File: src/rtl/div_unit_pkg.sv
// Shared definitions for the iterative divider: func3 codes, FSM states
// and small decode helpers used by the divider and its integration logic.
package div_unit_pkg;

  localparam logic [2:0] FUNC3_DIV  = 3'b100;
  localparam logic [2:0] FUNC3_DIVU = 3'b101;
  localparam logic [2:0] FUNC3_REM  = 3'b110;
  localparam logic [2:0] FUNC3_REMU = 3'b111;

  localparam logic [3:0] FB_DIV    = 4'd4;
  localparam logic [5:0] ITER_LAST = 6'd31;

  typedef enum logic [1:0] {
    DIV_IDLE = 2'd0,
    DIV_PREP = 2'd1,
    DIV_CALC = 2'd2,
    DIV_DONE = 2'd3
  } div_state_t;

  // Unlisted func3 codes fall through to DIVU: unsigned, quotient.
  function automatic logic is_signed_op(input logic [2:0] f);
    return (f == FUNC3_DIV) || (f == FUNC3_REM);
  endfunction

  function automatic logic is_rem_op(input logic [2:0] f);
    return (f == FUNC3_REM) || (f == FUNC3_REMU);
  endfunction

endpackage

File: src/rtl/div_unit.sv
// Multi-cycle restoring radix-2 divider for DIV/DIVU/REM/REMU; stalls the
// pipeline through div_busy and returns a single-cycle div_valid pulse.
module div_unit
  import div_unit_pkg::*;
(
  input  logic        clk,
  input  logic        rstn,
  input  logic        div_start,
  input  logic [2:0]  div_func3,
  input  logic [31:0] div_op_a,
  input  logic [31:0] div_op_b,
  input  logic        div_flush,
  output logic        div_busy,
  output logic        div_valid,
  output logic [31:0] div_result
);

  div_state_t  state;
  logic [2:0]  func3_q;
  logic [31:0] op_a_q, op_b_q;
  logic [31:0] divisor, quo, rem;
  logic [5:0]  counter;
  logic        q_neg, r_neg;

  logic        signed_op, rem_op, a_neg, b_neg, overflow;
  logic [31:0] abs_a, abs_b;
  logic [32:0] shifted;
  logic        trial_ok;
  logic [31:0] step_rem, step_quo;
  logic [31:0] fixed_quo, fixed_rem;

  // The trial difference always fits in 32 bits once shifted >= divisor,
  // so the compare carries the 33rd bit and the subtract can stay narrow.
  always_comb begin
    signed_op = is_signed_op(func3_q);
    rem_op    = is_rem_op(func3_q);
    a_neg     = signed_op & op_a_q[31];
    b_neg     = signed_op & op_b_q[31];
    abs_a     = a_neg ? -op_a_q : op_a_q;
    abs_b     = b_neg ? -op_b_q : op_b_q;
    overflow  = signed_op && (op_a_q == 32'h8000_0000) && (op_b_q == 32'hFFFF_FFFF);
    shifted   = {rem, quo[31]};
    trial_ok  = shifted >= {1'b0, divisor};
    step_rem  = trial_ok ? (shifted[31:0] - divisor) : shifted[31:0];
    step_quo  = {quo[30:0], trial_ok};
    fixed_quo = q_neg ? -quo : quo;
    fixed_rem = r_neg ? -rem : rem;
  end

  always_ff @(posedge clk or negedge rstn) begin
    if (!rstn) begin
      state      <= DIV_IDLE;
      func3_q    <= '0;
      op_a_q     <= '0;
      op_b_q     <= '0;
      divisor    <= '0;
      quo        <= '0;
      rem        <= '0;
      counter    <= '0;
      q_neg      <= 1'b0;
      r_neg      <= 1'b0;
      div_busy   <= 1'b0;
      div_valid  <= 1'b0;
      div_result <= '0;
    end else begin
      div_valid <= 1'b0;
      if (div_flush) begin
        state    <= DIV_IDLE;
        div_busy <= 1'b0;
      end else begin
        case (state)
          DIV_IDLE: begin
            if (div_start) begin
              func3_q  <= div_func3;
              op_a_q   <= div_op_a;
              op_b_q   <= div_op_b;
              div_busy <= 1'b1;
              state    <= DIV_PREP;
            end
          end
          // Special cases store final values with signs cleared so DONE
          // passes them through untouched.
          DIV_PREP: begin
            if (op_b_q == 32'd0) begin
              quo     <= 32'hFFFF_FFFF;
              rem     <= op_a_q;
              q_neg   <= 1'b0;
              r_neg   <= 1'b0;
              counter <= '0;
              state   <= DIV_DONE;
            end else if (overflow) begin
              quo     <= 32'h8000_0000;
              rem     <= '0;
              q_neg   <= 1'b0;
              r_neg   <= 1'b0;
              counter <= '0;
              state   <= DIV_DONE;
            end else begin
              quo     <= abs_a;
              rem     <= '0;
              divisor <= abs_b;
              q_neg   <= a_neg ^ b_neg;
              r_neg   <= a_neg;
              counter <= ITER_LAST;
              state   <= DIV_CALC;
            end
          end
          DIV_CALC: begin
            rem <= step_rem;
            quo <= step_quo;
            if (counter == 6'd0) begin
              state <= DIV_DONE;
            end else begin
              counter <= counter - 6'd1;
            end
          end
          DIV_DONE: begin
            div_result <= rem_op ? fixed_rem : fixed_quo;
            div_valid  <= 1'b1;
            div_busy   <= 1'b0;
            state      <= DIV_IDLE;
          end
          default: state <= DIV_IDLE;
        endcase
      end
    end
  end

endmodule

File: config.mk
export PLATFORM = sky130hd
export DESIGN_NAME = div_unit
export DESIGN_NICKNAME = d
export VERILOG_FILES = /design/src/rtl/div_unit_pkg.sv /design/src/rtl/div_unit.sv
export SDC_FILE = /design/constraint.sdc
export NUM_CORES = 1
export LEC_CHECK = 0
export ABC_AREA = 0
export CORE_MARGIN = 2
export CORE_UTILIZATION = 25
export CTS_CLUSTER_DIAMETER = 150
export DETAILED_ROUTE_END_ITERATION = 10
export GPL_TIMING_DRIVEN = 0
export MAX_ROUTING_LAYER = met4
export SYNTH_ARGS = -nofsm -noshare
export SYNTH_HDL_FRONTEND = slang
export SYNTH_SLANG_ARGS = --single-unit
File: constraint.sdc
create_clock -name clk -period 3.59 [get_ports clk]
set_input_delay 0.8975 -clock clk [delete_from_list [all_inputs] [get_ports clk]]
set_output_delay 0.8975 -clock clk [all_outputs]
set_load 0.005 [all_outputs]
==> results.yml <==
yosys:
  synth_warnings: 0
  synth_top_area_share_pct: 38.4
  ys_seq_area_share_pct: 38.4
  syn_nets: 1654
  syn-instance-count: 1538
  synth_cell_type_count: 68
  synth_area_leaders: "dfrtp_1 38%, mux2_2 5.7%, o21ai_0 4.9%, xnor2_1 4.9%, a21oi_1 4.6%"
  ys_async_sr_fraction_pct: 100
  ys.flop_type: "dfrtp_1"
  syn_area_per_cell_um2: 8.78
  syn_area_um2: 13500
  synth_seq_cells: 207
  synth_area_leader_cell: "dfrtp_1"
  ys_top_cells_by_count: "207 x dfrtp_1, 157 x nand2_1, 137 x nor2_1, 133 x o21ai_0, 124 x a21oi_1"
  yosysMostFrequentCell: "dfrtp_1"
  synth_edf_count: 0
cells_and_area:
  multiInputGateArea_um2: 7780
  finalNetCount: 1786
  final_area_um2: 16400
  seq_area_um2: 5180
  final_core_util_pct: 30.5
  drive_gt1_share_pct: 9.18
  diodes: 0
  syn2layout_area_growth_pct: 21.2
  fill_cells: 5676
timing:
  hold_violations: 0
  timing.final.crit_share_pct: 94.7
  tightest_slew_ps: 1400
  clock_skew_ps: 33.1
  fmax_ghz: 0.294
  holdWs_ps: 375
  relSlewSlack_pct: 5.92
  fin_crit_ps: 3400
  setup_ws_ps: 191
  drv_slew: 0
  setup_viol: 0
  fin_setup_tns_ps: 0
  rsz0062_at_grt: "false"
run_status:
  status: "finished, final reports clean"
cts:
  clock_sinks: 207
  clk_path_buf_depth: 3
  cts_tree: "done"
  htreeDepth: 1
  numCtsBuffers: 26
  clk_latency_ps: 580
  cts-root-buf: "clkbuf_16"
  path_clk_slew_ps: 70
worst_setup_path:
  worstPathArrival_ps: 3890
  critPathLaunch: "rem[13]"
  r2r_setup_slack_ps: 190
  end_kind: "register"
  crit_type: "register to register"
  crit_chain: "ha_1 -> clkbuf_1 -> nand3_1 -> nor3_1 -> a31oi_1 -> nand2b_1 -> o31ai_2 -> clkbuf_4 -> clkbuf_2 -> o21ai_0 -> o22ai_1"
  slowest_delay_ps: 510
  cp_max_fo: 10
  start_kind: "register"
  crit_slowest_cell: "dfrtp_1"
  r2r_start: "rem[13]"
  crit_required_ps: 4090
global_routing:
  grt_max_degree: 117
  grt.total_usage_pct: 16.3
  grt_pass1_vias: 12100
  grt_pass1_wl_um: 70100
  grt-ovfl-total: 0
  antenna_found_initial: 1
floorplan:
  die_y_um: 236
  die_w_um: 236
  coreArea_um2: 53600
  dieArea_um2: 55900
  rows: 85
  ios: 105
  initial_utilization_pct: 25.2
placement:
  place_congestion: 0.914
  port_buffers: 104
  placed_cell_area_um2: 15400
  hpwl_um: 35500
  dp_worst_setup_slack_ps: -422
route:
  drc: 0
  firstDrtPassIters: 5
  drt_iter0_drc: 947
  routed_wl_um: 44900
  via_per_inst: 5.10
  wire_per_inst_um: 18.8
  vias: 12200
  ant_nets: 0
power_and_ir_drop:
  power.density_nw_per_um2: 1050
  leakage_nw: 6.49
  ir_drop_mv: 0.431
min_path:
  hp-class: "primary input to async pin"
flow_run:
  cap_violations: 0
## timing repair
action,4_1_cts,5_1_grt
gates resized for setup,6,10
pin swaps,0,2
hold buffers,0,0
setup buffers,0,1
endpoints found under the setup margin,32,76
## cell families after synthesis
| kind of cell | share of synthesized area (%) |
|---|---|
| AO/OA/AOI/OAI | 21.4 |
| XOR/XNOR | 9.21 |
| adder cells (fa/ha/maj) | 4.23 |
| buffers and inverters | 4.26 |
| flip-flops | 38.4 |
| multiplexers | 5.75 |
| AND/OR/NAND/NOR | 16.8 |
## per-stage QoR
| stage | power [mW] | std cells |
|---|---|---|
| 2_1_floorplan | 11.1 | 1538 |
| 4_1_cts | 17.1 | 2386 |
| 6_report | 17.1 | 2385 |
| 3_3_place_gp | 14.1 | 2338 |
| 5_1_grt | 18.5 | 2385 |
| 3_5_place_dp | 14.3 | 2339 |
## area by class of cell
class,count,area share (%)
Timing Repair Buffer,106,6.60
Clock inverter,13,0.902
Inverter,60,1.38
Multi-Input combinational cell,1185,47.5
Sequential cell,207,31.6
Buffer,84,2.16
Clock buffer,34,4.46
Tap cell,696,5.32
## placed cells by master, fill, tap and decap left out, types with 16 or more instances in the layout
master           count
a21oi_1            124
a221oi_1            47
clkbuf_1            65
clkbuf_16           26
clkdlybuf4s50_1    103
dfrtp_1            207
ha_1                42
inv_1               58
mux2_2              68
nand2_1            157
nand2b_1            26
nand3_1             16
nand4_1             18
nor2_1             137
nor3_1              26
o21a_1              17
o21ai_0            133
o31ai_1             26
or3_1               24
xnor2_1             75
xor2_1              67
## where the power goes
| part | leakage (nW) | total [mW] | switching (mW) | internal (mW) |
|---|---|---|---|---|
| clock network | 0.420 | 2.70 | 1.12 | 1.58 |
| registers | 2.49 | 5.30 | 1.83 | 3.47 |
| logic | 3.58 | 9.14 | 5.21 | 3.93 |
## state kept, by name, indices dropped and copies added, names as in the netlist
register and cells:
div_result 32, divisor 32, op_a_q 32, op_b_q 32
quo 32, rem 32, counter 6, func3_q 3
state 2, div_busy 1, div_valid 1, q_neg 1
r_neg 1
## layer usage
| metal | global-route usage [%] | vias to the layer above | wire, um |
|---|---|---|---|
| met3 | 2.18 | 76 | 2670 |
| met2 | 26.3 | 423 | 20800 |
| met4 | 4.30 | 0 | 1100 |
| met5 | - | - | 0 |
| li1 | - | 5830 | - |
| met1 | 21.6 | 5841 | 20300 |
## critical path: cells and delay by family (launching register included)
family                     cells  cell delay (ps)
buffers and inverters          3              880
AOI/OAI and AO/OA              4              650
adders and majority gates      1              330
DFF                            1              510
and+or+nand+nor                3              940
## worst paths after layout
kind	end	depth (start not counted)
worst min-delay path	op_b_q[29]	1
min in group clk	div_result[17]	2
max in group asynchronous	div_result[18]	2
worst max register to register	rem[27]	11
worst min register to register	div_result[17]	2
worst max-delay path	rem[27]	11
No activity file was read; power rests on OpenSTA's default activity.
